File: src/rtl/inst_packer_if.sv
// Field-bundle handshake and instruction-memory write port of inst_packer.
// The loader drives the master side; the packer uses the slave side.
interface inst_packer_if #(
  parameter int fnLen    = 3,
  parameter int nameLen  = 3,
  parameter int indexLen = 8,
  parameter int addrLen  = 8
);
  localparam int instLen = fnLen + 6*nameLen + 6*indexLen;

  logic [fnLen-1:0]    fn;
  logic [nameLen-1:0]  dest0Name;
  logic [nameLen-1:0]  dest1Name;
  logic [nameLen-1:0]  dest2Name;
  logic [indexLen-1:0] dest0Index;
  logic [indexLen-1:0] dest1Index;
  logic [indexLen-1:0] dest2Index;
  logic [nameLen-1:0]  src0Name;
  logic [nameLen-1:0]  src1Name;
  logic [nameLen-1:0]  src2Name;
  logic [indexLen-1:0] src0Index;
  logic [indexLen-1:0] src1Index;
  logic [indexLen-1:0] src2Index;
  logic                in_v;
  logic                in_rdy;

  logic                mem_wr_en;
  logic [addrLen-1:0]  mem_wr_addr;
  logic [instLen-1:0]  mem_wr_data;
  logic                mem_wr_rdy;

  modport master (
    output fn,
    output dest0Name, dest1Name, dest2Name,
    output dest0Index, dest1Index, dest2Index,
    output src0Name, src1Name, src2Name,
    output src0Index, src1Index, src2Index,
    output in_v,
    input  in_rdy,
    input  mem_wr_en, mem_wr_addr, mem_wr_data,
    output mem_wr_rdy
  );

  modport slave (
    input  fn,
    input  dest0Name, dest1Name, dest2Name,
    input  dest0Index, dest1Index, dest2Index,
    input  src0Name, src1Name, src2Name,
    input  src0Index, src1Index, src2Index,
    input  in_v,
    output in_rdy,
    output mem_wr_en, mem_wr_addr, mem_wr_data,
    input  mem_wr_rdy
  );
endinterface

File: src/rtl/inst_packer.sv
// Packs decoded instruction fields into one word and streams the words into a
// PE instruction memory write port at auto-incrementing addresses.
module inst_packer #(
  parameter int fnLen     = 3,
  parameter int nameLen   = 3,
  parameter int indexLen  = 8,
  parameter int addrLen   = 8,
  parameter int fifoDepth = 2
) (
  input  logic               clk,
  input  logic               reset,
  input  logic               start,
  input  logic [addrLen-1:0] progLen,
  inst_packer_if.slave       bus,
  output logic               busy,
  output logic               done,
  output logic               err
);
  localparam int instLen = fnLen + 6*nameLen + 6*indexLen;
  localparam int ptrW    = (fifoDepth > 1) ? $clog2(fifoDepth) : 1;
  localparam int occW    = ptrW + 1;
  localparam int cntW    = addrLen + 1;

  typedef enum logic [1:0] {IDLE, LOAD, DONE} state_t;

  function automatic logic [instLen-1:0] pack_fields(
    input logic [fnLen-1:0]    f_fn,
    input logic [nameLen-1:0]  d0n, input logic [indexLen-1:0] d0i,
    input logic [nameLen-1:0]  d1n, input logic [indexLen-1:0] d1i,
    input logic [nameLen-1:0]  d2n, input logic [indexLen-1:0] d2i,
    input logic [nameLen-1:0]  s0n, input logic [indexLen-1:0] s0i,
    input logic [nameLen-1:0]  s1n, input logic [indexLen-1:0] s1i,
    input logic [nameLen-1:0]  s2n, input logic [indexLen-1:0] s2i
  );
    return {f_fn, d0n, d0i, d1n, d1i, d2n, d2i, s0n, s0i, s1n, s1i, s2n, s2i};
  endfunction

  state_t             state, state_nx;
  logic [cntW-1:0]    total_len, acc_cnt, wr_cnt;
  logic [instLen-1:0] fifo_mem [fifoDepth];
  logic [ptrW-1:0]    wr_ptr, rd_ptr;
  logic [occW-1:0]    occ;
  logic               full, in_rdy_c, last_wr, pop;
  logic               vld_p0, vld_p1;
  logic [instLen-1:0] word_p0, word_p1;

  assign full    = (occ == occW'(fifoDepth));
  assign last_wr = (wr_cnt == total_len - cntW'(1));

  // Stage p0: pack the bundle; it enters the buffer on accept
  assign word_p0 = pack_fields(bus.fn,
                               bus.dest0Name, bus.dest0Index,
                               bus.dest1Name, bus.dest1Index,
                               bus.dest2Name, bus.dest2Index,
                               bus.src0Name,  bus.src0Index,
                               bus.src1Name,  bus.src1Index,
                               bus.src2Name,  bus.src2Index);
  assign vld_p0  = bus.in_v && in_rdy_c;

  // Stage p1: buffer head drives the write port, held until the memory takes it
  assign vld_p1  = (occ != '0);
  assign word_p1 = vld_p1 ? fifo_mem[rd_ptr] : '0;
  assign pop     = vld_p1 && bus.mem_wr_rdy;

  assign bus.in_rdy      = in_rdy_c;
  assign bus.mem_wr_en   = vld_p1;
  assign bus.mem_wr_addr = wr_cnt[addrLen-1:0];
  assign bus.mem_wr_data = word_p1;

  always_ff @(posedge clk) begin
    if (reset) begin
      state <= IDLE;
    end else begin
      state <= state_nx;
    end
  end

  always_comb begin
    state_nx = state;
    in_rdy_c = 1'b0;
    busy     = 1'b0;
    done     = 1'b0;
    case (state)
      IDLE: begin
        if (start) state_nx = LOAD;
      end
      LOAD: begin
        busy     = 1'b1;
        in_rdy_c = !full && (acc_cnt < total_len);
        if (pop && last_wr) state_nx = DONE;
      end
      DONE: begin
        done     = 1'b1;
        state_nx = IDLE;
      end
      default: state_nx = IDLE;
    endcase
  end

  // progLen of zero means a full 2^addrLen load, hence the extra count bit
  always_ff @(posedge clk) begin
    if (reset) begin
      total_len <= '0;
      acc_cnt   <= '0;
      wr_cnt    <= '0;
      wr_ptr    <= '0;
      rd_ptr    <= '0;
      occ       <= '0;
      err       <= 1'b0;
    end else begin
      if (state == IDLE && start) begin
        total_len <= {progLen == '0, progLen};
        acc_cnt   <= '0;
        wr_cnt    <= '0;
      end else begin
        if (vld_p0) acc_cnt <= acc_cnt + cntW'(1);
        if (pop)    wr_cnt  <= wr_cnt + cntW'(1);
      end
      if (vld_p0) wr_ptr <= wr_ptr + ptrW'(1);
      if (pop)    rd_ptr <= rd_ptr + ptrW'(1);
      case ({vld_p0, pop})
        2'b10:   occ <= occ + occW'(1);
        2'b01:   occ <= occ - occW'(1);
        default: occ <= occ;
      endcase
      if (start && state == LOAD) err <= 1'b1;
    end
  end

  always_ff @(posedge clk) begin
    if (vld_p0) fifo_mem[wr_ptr] <= word_p0;
  end
endmodule

File: src/flat_wrapper.sv
// flat-port wrapper written by rule: the top's interface ports become plain ports
module inst_packer_flat 
#(
  parameter int fnLen     = 3,
  parameter int nameLen   = 3,
  parameter int indexLen  = 8,
  parameter int addrLen   = 8,
  parameter int fifoDepth = 2
)
  (clk, reset, start, progLen, busy, done, err, bus_fn, bus_dest0Name, bus_dest1Name, bus_dest2Name, bus_dest0Index, bus_dest1Index, bus_dest2Index, bus_src0Name, bus_src1Name, bus_src2Name, bus_src0Index, bus_src1Index, bus_src2Index, bus_in_v, bus_in_rdy, bus_mem_wr_en, bus_mem_wr_addr, bus_mem_wr_data, bus_mem_wr_rdy);
  inst_packer_if #(.fnLen(fnLen), .nameLen(nameLen), .indexLen(indexLen), .addrLen(addrLen)) bus_i ();
  input  logic clk;
  input  logic reset;
  input  logic start;
  input  logic [addrLen-1:0] progLen;
  output logic busy;
  output logic done;
  output logic err;
  input wire logic [$bits(bus_i.fn)-1:0] bus_fn;
  input wire logic [$bits(bus_i.dest0Name)-1:0] bus_dest0Name;
  input wire logic [$bits(bus_i.dest1Name)-1:0] bus_dest1Name;
  input wire logic [$bits(bus_i.dest2Name)-1:0] bus_dest2Name;
  input wire logic [$bits(bus_i.dest0Index)-1:0] bus_dest0Index;
  input wire logic [$bits(bus_i.dest1Index)-1:0] bus_dest1Index;
  input wire logic [$bits(bus_i.dest2Index)-1:0] bus_dest2Index;
  input wire logic [$bits(bus_i.src0Name)-1:0] bus_src0Name;
  input wire logic [$bits(bus_i.src1Name)-1:0] bus_src1Name;
  input wire logic [$bits(bus_i.src2Name)-1:0] bus_src2Name;
  input wire logic [$bits(bus_i.src0Index)-1:0] bus_src0Index;
  input wire logic [$bits(bus_i.src1Index)-1:0] bus_src1Index;
  input wire logic [$bits(bus_i.src2Index)-1:0] bus_src2Index;
  input wire logic [$bits(bus_i.in_v)-1:0] bus_in_v;
  output wire logic [$bits(bus_i.in_rdy)-1:0] bus_in_rdy;
  output wire logic [$bits(bus_i.mem_wr_en)-1:0] bus_mem_wr_en;
  output wire logic [$bits(bus_i.mem_wr_addr)-1:0] bus_mem_wr_addr;
  output wire logic [$bits(bus_i.mem_wr_data)-1:0] bus_mem_wr_data;
  input wire logic [$bits(bus_i.mem_wr_rdy)-1:0] bus_mem_wr_rdy;
  assign bus_i.fn = bus_fn;
  assign bus_i.dest0Name = bus_dest0Name;
  assign bus_i.dest1Name = bus_dest1Name;
  assign bus_i.dest2Name = bus_dest2Name;
  assign bus_i.dest0Index = bus_dest0Index;
  assign bus_i.dest1Index = bus_dest1Index;
  assign bus_i.dest2Index = bus_dest2Index;
  assign bus_i.src0Name = bus_src0Name;
  assign bus_i.src1Name = bus_src1Name;
  assign bus_i.src2Name = bus_src2Name;
  assign bus_i.src0Index = bus_src0Index;
  assign bus_i.src1Index = bus_src1Index;
  assign bus_i.src2Index = bus_src2Index;
  assign bus_i.in_v = bus_in_v;
  assign bus_in_rdy = bus_i.in_rdy;
  assign bus_mem_wr_en = bus_i.mem_wr_en;
  assign bus_mem_wr_addr = bus_i.mem_wr_addr;
  assign bus_mem_wr_data = bus_i.mem_wr_data;
  assign bus_i.mem_wr_rdy = bus_mem_wr_rdy;
  inst_packer #(.fnLen(fnLen), .nameLen(nameLen), .indexLen(indexLen), .addrLen(addrLen), .fifoDepth(fifoDepth)) u_core (.clk(clk), .reset(reset), .start(start), .progLen(progLen), .bus(bus_i), .busy(busy), .done(done), .err(err));
endmodule
File: config.mk
export PLATFORM = sky130hd
export DESIGN_NAME = inst_packer_flat
export DESIGN_NICKNAME = d
export VERILOG_FILES = /design/src/rtl/inst_packer_if.sv /design/src/rtl/inst_packer.sv /design/src/flat_wrapper.sv
export SDC_FILE = /design/constraint.sdc
export NUM_CORES = 1
export LEC_CHECK = 0
export CORE_MARGIN = 10
export CORE_UTILIZATION = 25
export CTS_CLUSTER_DIAMETER = 200
export DETAILED_ROUTE_END_ITERATION = 10
export GPL_ROUTABILITY_DRIVEN = 0
export PLACE_DENSITY = 0.46
export SYNTH_ARGS = -nofsm -noshare
export SYNTH_HDL_FRONTEND = slang
export SYNTH_SLANG_ARGS = --single-unit
File: constraint.sdc
create_clock -name clk -period 3.6 [get_ports clk]
set_input_delay 0.72 -clock clk [delete_from_list [all_inputs] [get_ports clk]]
set_output_delay 0.72 -clock clk [all_outputs]
set_load 0.005 [all_outputs]
# Word-level counts from Yosys, hierarchy flattened
# Memories as Yosys holds them, arrays and structs flattened. A register that Yosys moved wholly into a read port is not among the register bits.
# Cells that the tools add are included.
[totals] in_bits=82 register_bits=34 mem_bits_rw=138 output_inout_bits=82 mem_count=1 word_cells=50
[memory_table] name="u_core.fifo_mem" words=2 width=69 rd=1 rd_clocked_by_memory_dff=1 write_ports=1 line="inst_packer.sv:40" rtl="logic [instLen-1:0] fifo_mem [fifoDepth];"
[classes] eq_ne=8 add_sub_neg=7 reduce_logical=13 mux=12 order_cmp=1
[ops] cell="2-to-1 mux 69 bit" n=1
[ops] cell="adder 9 x 1 -> 9 bit (second input constant)" n=2
[ops] cell="equality test 9 bit" n=1
[ops] cell="< comparator 9 bit" n=1
[ops] cell="subtractor 9 x 1 -> 9 bit (second input constant)" n=1
[ops] cell="logical NOT 8 bit" n=1
[ops] cell="case mux 2 bit (2 select lines)" n=2
[ops] cell="2-to-1 mux 1 bit" n=7
[ops] cell="equality test 2 bit (second input constant)" n=3
[ops] cell="logical AND 1 bit" n=6
[ops] cell="equality test 2 x 1 -> 1 bit (second input constant)" n=2
[ops] cell="2-to-1 mux 2 bit" n=2
[ops] cell="nonzero test 2 bit" n=2
[ops] cell="adder 1 bit (second input constant)" n=2
[ops] cell="adder 2 x 1 -> 2 bit (second input constant)" n=1
[ops] cell="logical NOT 2 bit" n=1
[ops] cell="inequality test 2 x 1 -> 1 bit (second input constant)" n=1
[ops] cell="inequality test 2 bit (second input constant)" n=1
[ops] cell="AND reduction 2 bit" n=1
[ops] cell="OR reduction 2 bit" n=1
[ops] cell="subtractor 2 x 1 -> 2 bit (second input constant)" n=1
[ops] cell="logical NOT 1 bit" n=1

# Logic depth before layout (Yosys ltp)
# Gate-level depths: netlist of run 1.
[depth] word_depth=7 depth_mapped=10

# Worst setup path before layout of run 1
# No wires, ideal clock.
[synth_timing] path_kind="register -> register" start="register u_core.total_len[6]" end="memory u_core.fifo_mem[1][0] (netlist name) (enable)" synth_period_minus_slack_ns=3.390 n_path_buf=0 setup_ns=0.435 path_slack_ns=0.210 stages_incl_launch_ff=7 required_ns=3.165 arrival_time_ns=2.956 path_cell_list="dfxtp_1 -> inv_1 -> ha_1 -> a21o_1 -> a21oi_1 -> o211a_1 -> and3_1"
[synth_via] elab_chain_len=6
[synth_rtl] item="start, declared" line="inst_packer.sv:39" rtl="logic [cntW-1:0] total_len, acc_cnt, wr_cnt;"
[synth_rtl] item="start signal, assigned" line="inst_packer.sv:112" rtl="total_len <= {progLen == '0, progLen};"
[synth_rtl] item="< comparator 9 bit" line="inst_packer.sv:89" rtl="in_rdy_c = !full && (acc_cnt < total_len);"
[synth_rtl] item="logical AND 1 bit" line="inst_packer.sv:89"
[synth_rtl] item="2-to-1 mux 1 bit" line="inst_packer.sv:83" rtl="case (state)"
[synth_rtl] item="logical AND 1 bit" line="inst_packer.sv:58" rtl="assign vld_p0 = bus.in_v && in_rdy_c;"
[synth_rtl] item="2-to-1 mux 1 bit" line="inst_packer.sv:131" rtl="if (vld_p0) fifo_mem[wr_ptr] <= word_p0;"
[synth_rtl] item="2-to-1 mux 1 bit (implied by the code)" line="inst_packer.sv:131"
[synth_rtl] item="end, declared" line="inst_packer.sv:40"
# No other way between the ends.

# Final worst setup path of run 1
[layout_timing] start="register u_core.total_len[2]" end="output bus_in_rdy"
[layout_via] elab_chain_len=3
[layout_rtl] item="< comparator 9 bit" line="inst_packer.sv:89"
[layout_rtl] item="logical AND 1 bit" line="inst_packer.sv:89"
[layout_rtl] item="2-to-1 mux 1 bit" line="inst_packer.sv:83"
[layout_rtl] item="end, declared" line="flat_wrapper.sv:33" rtl="output wire logic [$bits(bus_i.in_rdy)-1:0] bus_in_rdy;"
# No other way between the ends.

==> metrics.md, run 1 <==
| Metric | Value |
|---|---|
| Number of routed nets with antenna violations | `0` |
| Max-Slew Margin vs Limit | `0.4864` |
| Critical Path Sink Type | `output port` |
| Nets | `797` |
| GR met1 Demand/Resource | `0.1305` |
| Via count of the first global-routing pass | `5,047` |
| Prevailing post-synth register cell | `sky130_fd_sc_hd__edfxtp_1` |
| Number of input and output port buffers inserted | `163` |
| Ratio of final minimum period to clock period | `0.9036` |
| Pre-CTS setup slack | `0.8345 ns` |
| Die height | `190.4 um` |
| Run status | `finished, final reports clean` |
| Setup Fix Bufs, Post-CTS | `0` |
| Family with the most delay on the worst path | `buffers and inverters` |
| CTS tree | `yes` |
| 1st-pass router iterations | `4` |
| Max frequency | `307.4 MHz` |
| Endpoint of the worst hold path | `u_core.err$_SDFFE_PP0P_` |
| H-tree lvl count | `4` |
| Core region area | `0.02870 mm2` |
| Number of buffers inserted during clock tree synthesis | `17` |
| FILL cells | `2,849` |
| Layout-stage area growth over the synthesis result | `36.21%` |
| Worst-case hold slack | `0.4732 ns` |
| Worst hold path class | `reg2reg` |
| Count of pins on the block boundary | `164` |
| Number of synthesized register bits | `173` |
| Hold path cells | `2` |
| Number of placement rows | `62` |
| Number of endpoints failing setup at the final stage | `0` |
| Sinks on the clock net | `173` |
| Overflow after GRT | `0` |
| Kind of launch point of the worst setup path | `flop` |
| Pin slew with the least headroom to its limit | `0.7689 ns` |
| PD cells | `535.6 mW/mm2` |
| Total global routing track utilization | `0.1020` |
| Synth async-reset ratio | `0` |
| Die W | `190.4 um` |
| DRT iter0 DRCs | `233` |
| Crit path arrival time | `2.53 ns` |
| Number of remaining DRC errors | `0` |
| Number of antenna repair diodes | `0` |
| Root buf cell | `sky130_fd_sc_hd__clkbuf_16` |
| Yosys warning total | `0` |
| Fraction of the yosys area taken by sequential cells | `0.6672` |
| Met3 GRT Util | `0.03530` |
| Setup repair after global routing missed its margin | `no` |
| Overall routed net length | `18,980 um` |
| Count of maximum capacitance violations | `0` |
| Initial antenna violation count | `1` |
| GRT busiest layer | `met2` |
| Clock Pin Slew Worst Setup and Hold Paths | `0.07 ns` |
| Standby leakage power | `3.240 nW` |
| Required time reported for the critical path endpoint | `2.88 ns` |
| Buffers & Inverters on Critical Path | `2` |
| Maximum vdd ir drop | `0.2293 mV` |
| Final standard cell area without fillers | `0.009889 mm2` |
| Final Slew Violations | `0` |
| Hold-fix buffers at CTS | `0` |
| Unique cell type count in the Yosys netlist | `43` |
| Largest buffer count on any clock path | `2` |
| Via total after detailed routing | `4,808` |
| Largest net degree at the start of global routing | `70` |
| Synthesized net count | `642` |
| Synthesized instance count | `548` |
| Endpoint of the most critical register-to-register path | `u_core.fifo_mem[0][35]$_DFFE_PP_` |
| Crit Path Class | `reg2out` |
| Final hold violation count | `0` |
| Global-route wire length before repair | `28,900 um` |
| Total chip power | `5.297 mW` |
| Crit-path cells | `inv_1, ha_1, a21oi_1, o21ai_1, a21o_1, nor2_1, clkdlybuf4s50_1` |
| Via-to-Cell Ratio | `4.371` |
| CP max-delay cell | `sky130_fd_sc_hd__clkdlybuf4s50_1` |
| Full die area | `0.03626 mm2` |
| Worst stage delay on the critical path | `0.53 ns` |
| Number of cells upsized or downsized after cts | `0` |
| Highest net fanout along the worst path | `16` |
| Worst reg2reg setup slack | `0.87 ns` |
| Starting density of the core | `0.2530` |
| Launch point of the worst reg-to-reg path | `u_core.total_len[6]$_SDFFE_PP0P_` |
| Worst setup slack after layout | `0.3469 ns` |
| Final critical-path required period | `3.253 ns` |
| Worst hold start | `u_core.err$_SDFFE_PP0P_` |
| Proportion of layout cells with a drive suffix above 1 | `0.06285` |
| Final HPWL DP | `13,460 um` |
| Final clock skew | `0.008825 ns` |
| Cell Area, Synth | `0.007261 mm2` |
| Synthesized area per cell | `13.25 um2` |
| Met2 track demand over resource | `0.1577` |
| EDFF count, synth | `138` |
| DR WL/cell | `17.25 um` |
| Setup TNS after final layout | `0 ns` |
| Placement-stage cell area | `0.009318 mm2` |
| Worst-skew pair later-pin latency | `0.43 ns` |
| R2R cell count | `9` |
## kinds of logic after synthesis
group           count (synthesis)  share of synthesized area
flops                         173                     0.6672
buf+inv                        47                    0.03016
mux                            73                     0.1006
simple gates                  168                     0.1099
compound gates                 56                    0.04653
fa+ha+maj                      12                    0.02068
xor+xnor                       19                    0.02481
## layer usage
| layer | part of all wire | up-vias |
|---|---|---|
| li1 | - | 2310 |
| met1 | 0.46 | 2326 |
| met2 | 0.45 | 147 |
| met3 | 0.073 | 23 |
| met4 | 0.014 | 2 |
| met5 | 0.00095 | - |
## worst max-delay path by stage
| stage | start | slack, ns | depth (start not counted) | end |
|---|---|---|---|---|
| after floorplan | u_core.total_len[6]$_SDFFE_PP0P_ | 0.21 | 6 | u_core.fifo_mem[1][0]$_DFFE_PP_ |
| after global placement | u_core.total_len[2]$_SDFFE_PP0P_ | 0.83 | 7 | bus_in_rdy |
| after detailed placement | u_core.total_len[2]$_SDFFE_PP0P_ | 0.83 | 7 | bus_in_rdy |
| after CTS | u_core.total_len[2]$_SDFFE_PP0P_ | 0.34 | 7 | bus_in_rdy |
| after global routing | u_core.total_len[5]$_SDFFE_PP0P_ | 0.16 | 7 | bus_in_rdy |
| final | u_core.total_len[2]$_SDFFE_PP0P_ | 0.35 | 7 | bus_in_rdy |
## final cells by class
type / instances / area [um2] / share of cell area
clock inverter: 15 / 146.4 / 0.01480
inverter: 14 / 52.55 / 0.005314
clock buffer: 17 / 425.4 / 0.04302
sequential: 173 / 4848 / 0.4903
multi-input combinational: 328 / 2210 / 0.2234
timing repair buffer: 169 / 1727 / 0.1746
tap: 384 / 480.5 / 0.04858
## metrics by stage
stage / std cells / utilization
floorplan: 548 / -
global placement: 1068 / 0.3246
detailed placement: 1068 / 0.3246
CTS: 1100 / 0.3446
global route: 1100 / 0.3446
finish: 1100 / 0.3446
## registers in the layout, summed over array words and instances, names as in the netlist, named ones only
register / count
u_core.acc_cnt: 9
u_core.err: 1
u_core.fifo_mem: 138
u_core.occ: 2
u_core.rd_ptr: 1
u_core.state: 2
u_core.total_len: 9
u_core.wr_cnt: 9
u_core.wr_ptr: 1
## power breakdown
| part | internal (mW) | leakage, nW | total, mW | switching, mW |
|---|---|---|---|---|
| Clock | 0.924 | 0.276 | 1.79 | 0.864 |
| Sequential | 2.24 | 1.54 | 2.30 | 0.0563 |
| Combinational | 0.641 | 1.43 | 1.21 | 0.572 |
## worst reg2reg max path, stage by stage (launching register included)
cell,delay (ns)
sky130_fd_sc_hd__dfxtp_1,0.44
sky130_fd_sc_hd__inv_1,0.09
sky130_fd_sc_hd__ha_1,0.29
sky130_fd_sc_hd__a21o_1,0.16
sky130_fd_sc_hd__a21oi_1,0.24
sky130_fd_sc_hd__o211ai_1,0.12
sky130_fd_sc_hd__buf_4,0.20
sky130_fd_sc_hd__or3_1,0.35
sky130_fd_sc_hd__inv_2,0.08
sky130_fd_sc_hd__buf_12,0.30
## synth_stat cells (2+ instances only)
master	number	area, um2
sky130_fd_sc_hd__edfxtp_1	138	4144
sky130_fd_sc_hd__and3_1	6	37.54
sky130_fd_sc_hd__nor3b_1	2	15.01
sky130_fd_sc_hd__inv_1	14	52.55
sky130_fd_sc_hd__nand4_1	9	56.30
sky130_fd_sc_hd__ha_1	12	150.1
sky130_fd_sc_hd__a21o_1	2	15.01
sky130_fd_sc_hd__xnor2_1	6	52.55
sky130_fd_sc_hd__nand3_1	5	25.02
sky130_fd_sc_hd__nor2_1	89	334.1
sky130_fd_sc_hd__o21ai_0	18	90.09
sky130_fd_sc_hd__nor4_1	3	18.77
sky130_fd_sc_hd__or4_1	5	37.54
sky130_fd_sc_hd__o31ai_1	5	37.54
sky130_fd_sc_hd__buf_4	8	60.06
sky130_fd_sc_hd__or3_1	8	50.05
sky130_fd_sc_hd__nand2_1	22	82.58
sky130_fd_sc_hd__dfxtp_1	35	700.7
sky130_fd_sc_hd__a21oi_1	16	80.08
sky130_fd_sc_hd__xor2_1	12	105.1
sky130_fd_sc_hd__nor3_1	3	15.01
sky130_fd_sc_hd__buf_2	10	50.05
sky130_fd_sc_hd__and4b_1	2	20.02
sky130_fd_sc_hd__nor2b_1	6	37.54
sky130_fd_sc_hd__a211oi_1	5	37.54
sky130_fd_sc_hd__clkbuf_1	15	56.30
sky130_fd_sc_hd__mux2i_1	73	730.7
sky130_fd_sc_hd__nor3_2	2	20.02
sky130_fd_sc_hd__o211ai_1	3	22.52
## layout by cell type, fill, tap and decap left out, types with 3 or more instances in the layout
master and instances:
sky130_fd_sc_hd__clkdlybuf4s50_1 163, sky130_fd_sc_hd__edfxtp_1 138, sky130_fd_sc_hd__nor2_1 88, sky130_fd_sc_hd__mux2i_1 73, sky130_fd_sc_hd__dfxtp_1 34, sky130_fd_sc_hd__nand2_1 22
sky130_fd_sc_hd__o21ai_0 18, sky130_fd_sc_hd__clkbuf_16 17, sky130_fd_sc_hd__a21oi_1 16, sky130_fd_sc_hd__inv_1 13, sky130_fd_sc_hd__xor2_1 12, sky130_fd_sc_hd__ha_1 12
sky130_fd_sc_hd__nand4_1 9, sky130_fd_sc_hd__or3_1 8, sky130_fd_sc_hd__nor2b_1 6, sky130_fd_sc_hd__xnor2_1 6, sky130_fd_sc_hd__inv_8 6, sky130_fd_sc_hd__nand3_1 5
sky130_fd_sc_hd__o31ai_1 5, sky130_fd_sc_hd__or4_1 5, sky130_fd_sc_hd__a211oi_1 5, sky130_fd_sc_hd__and3_1 5, sky130_fd_sc_hd__buf_12 4, sky130_fd_sc_hd__o211ai_1 3
sky130_fd_sc_hd__nor3_1 3, sky130_fd_sc_hd__nor4_1 3, sky130_fd_sc_hd__inv_6 3
Note: power is estimated with default switching activity, not from simulation.
==> run 2: changes to the inputs <==
- SETUP_SLACK_MARGIN: default -> 0.2
==> metrics.md, run 2 (synthesized netlist as in run 1, its figures left out) <==
| Metric | Value |
|---|---|
| Worst reg2reg setup slack | `0.87 ns (about the same)` |
| Largest buffer count on any clock path | `2 (unchanged)` |
| Clock Pin Slew Worst Setup and Hold Paths | `0.07 ns (about the same)` |
| PD cells | `535.4 mW/mm2 (about the same)` |
| Via-to-Cell Ratio | `4.386 (+0.35%)` |
| Critical Path Sink Type | `output port` |
| Via total after detailed routing | `4,825 (+0.35%)` |
| Root buf cell | `sky130_fd_sc_hd__clkbuf_16` |
| Detailed-route wire length on metal 1 | `8656 um (-0.78%)` |
| CTS tree | `yes` |
| Worst hold path class | `reg2reg` |
| Standby leakage power | `3.238 nW (about the same)` |
| Placed cells | `1,068 (unchanged)` |
| Number of cells upsized or downsized after cts | `0 (unchanged)` |
| Hold-fix buffers at CTS | `0 (unchanged)` |
| Total chip power | `5.296 mW (about the same)` |
| Nets | `797 (unchanged)` |
| Crit Path Class | `reg2out` |
| DR WL/cell | `17.26 um (about the same)` |
| Number of standard cells in the final layout excluding fillers | `1,100 (unchanged)` |
| Worst-case hold slack | `0.4728 ns (-0.0003830 ns)` |
| Count of maximum capacitance violations | `0 (unchanged)` |
| Number of buffers inserted during clock tree synthesis | `17 (unchanged)` |
| Initial antenna violation count | `1 (unchanged)` |
| Largest net degree at the start of global routing | `70 (unchanged)` |
| Via count of the first global-routing pass | `5,047 (unchanged)` |
| Final HPWL DP | `13,460 um (unchanged)` |
| Endpoint of the worst hold path | `u_core.err$_SDFFE_PP0P_` |
| Layout-stage area growth over the synthesis result | `36.22% (about the same)` |
| Final clock skew | `0.008254 ns (-0.0005703 ns)` |
| Worst setup slack after layout | `0.4102 ns (+0.06332 ns)` |
| Number of remaining DRC errors | `0 (unchanged)` |
| Final hold violation count | `0 (unchanged)` |
| Routed wl met2 | `8612 um (+0.27%)` |
| Most flops, register | `u_core.fifo_mem` |
| Core region area | `0.02870 mm2 (unchanged)` |
| Max-Slew Margin vs Limit | `0.5112 (+0.02483)` |
| DRT iter0 DRCs | `221 (-5.2%)` |
| Ratio of final minimum period to clock period | `0.8861 (-0.01759)` |
| Most common cell after layout, fill and taps aside | `sky130_fd_sc_hd__clkdlybuf4s50_1` |
| Pin slew with the least headroom to its limit | `0.7317 ns (-0.03717 ns)` |
| Starting density of the core | `0.2530 (unchanged)` |
| Highest net fanout along the worst path | `16 (unchanged)` |
| Endpoint of the most critical register-to-register path | `u_core.fifo_mem[0][35]$_DFFE_PP_` |
| Sinks on the clock net | `173 (unchanged)` |
| Final standard cell area without fillers | `0.009891 mm2 (about the same)` |
| Setup repair after global routing missed its margin | `no` |
| FILL cells | `2,848 (-0.035%)` |
| Crit path arrival time | `2.47 ns (-0.06 ns)` |
| Die W | `190.4 um (unchanged)` |
| Total global routing track utilization | `0.1020 (unchanged)` |
| Kind of launch point of the worst setup path | `flop` |
| Largest register FFs | `138 (unchanged)` |
| Pre-CTS setup slack | `0.8345 ns (unchanged)` |
| Required time reported for the critical path endpoint | `2.88 ns (about the same)` |
| Number of antenna repair diodes | `0 (unchanged)` |
| Leading cell types in the layout, fill and taps excluded | `sky130_fd_sc_hd__clkdlybuf4s50_1, sky130_fd_sc_hd__edfxtp_1, sky130_fd_sc_hd__nor2_1` |
| Run status | `finished, final reports clean` |
| Count of pins on the block boundary | `164 (unchanged)` |
| Hold path cells | `2 (unchanged)` |
| Launch point of the worst reg-to-reg path | `u_core.total_len[6]$_SDFFE_PP0P_` |
| Post-layout util | `0.3446 (about the same)` |
| DR WL met3 | `1450 um (+4.3%)` |
| Number of endpoints failing setup at the final stage | `0 (unchanged)` |
| Number of routed nets with antenna violations | `0 (unchanged)` |
| Overflow after GRT | `0 (unchanged)` |
| Highest metal layer with signal wires | `met5` |
| Setup TNS after final layout | `0 ns (unchanged)` |
| Max frequency | `313.5 MHz (+2.0%)` |
| Proportion of layout cells with a drive suffix above 1 | `0.06425 (+0.001397)` |
| H-tree lvl count | `4 (unchanged)` |
| Worst-skew pair later-pin latency | `0.43 ns (about the same)` |
| Number of placement rows | `62 (unchanged)` |
| Worst hold start | `u_core.err$_SDFFE_PP0P_` |
| Final Slew Violations | `0 (unchanged)` |
| Final critical-path required period | `3.190 ns (-0.06332 ns)` |
| Die height | `190.4 um (unchanged)` |
| Setup Fix Bufs, Post-CTS | `0 (unchanged)` |
| Number of input and output port buffers inserted | `163 (unchanged)` |
| Full die area | `0.03626 mm2 (unchanged)` |
| R2R cell count | `9 (unchanged)` |
| 1st-pass router iterations | `4 (unchanged)` |
| Global-route wire length before repair | `28,900 um (unchanged)` |
| Placement-stage cell area | `0.009318 mm2 (unchanged)` |
| Overall routed net length | `18,980 um (about the same)` |
| Maximum vdd ir drop | `0.2291 mV (about the same)` |
## run 2: cell counts in the layout (fill, tap and decap cells not counted)
No cell type changed its count.
## run 2: worst max path at each step
stage	from	endpoint	slack, ns	depth (start not counted)
after global placement	u_core.total_len[2]$_SDFFE_PP0P_	bus_in_rdy	0.83	7
final	u_core.total_len[2]$_SDFFE_PP0P_	bus_in_rdy	0.41	7
after CTS	u_core.total_len[2]$_SDFFE_PP0P_	bus_in_rdy	0.34	7
after floorplan	u_core.total_len[6]$_SDFFE_PP0P_	u_core.fifo_mem[1][0]$_DFFE_PP_	0.21	6
after global routing	u_core.total_len[2]$_SDFFE_PP0P_	bus_in_rdy	0.23	7
after detailed placement	u_core.total_len[2]$_SDFFE_PP0P_	bus_in_rdy	0.83	7
## run 2: worst max-delay path, cell delays in order (launching register included)
cell                              delay (ns)
sky130_fd_sc_hd__dfxtp_1                0.47
sky130_fd_sc_hd__inv_1                  0.10
sky130_fd_sc_hd__ha_1                   0.30
sky130_fd_sc_hd__a21oi_1                0.12
sky130_fd_sc_hd__o21ai_1                0.09
sky130_fd_sc_hd__a21o_2                 0.29
sky130_fd_sc_hd__nor2_1                 0.14
sky130_fd_sc_hd__clkdlybuf4s50_1        0.52
## run 2: power by group
group          switching (mW)  total, mW  internal [mW]
sequential             0.0558       2.30           2.24
combinational           0.572       1.21          0.642
clock                   0.863       1.79          0.924
total                    1.49       5.30           3.81
## run 2: layer usage
layer | up-vias | global-route usage
met3 | 19 | 0.03530
met5 | - | 0
li1 | 2306 | -
met1 | 2335 | 0.1305
met2 | 163 | 0.1577
met4 | 2 | 0.03331
## run 2: layout make-up
class	count	area [um2]	area share
inverter	14	52.55	0.005313
sequential	173	4848	0.4902
tap	384	480.5	0.04858
multi-input combinational	328	2211	0.2235
clock inverter	15	146.4	0.01480
clock buffer	17	425.4	0.04301
timing repair buffer	169	1727	0.1746
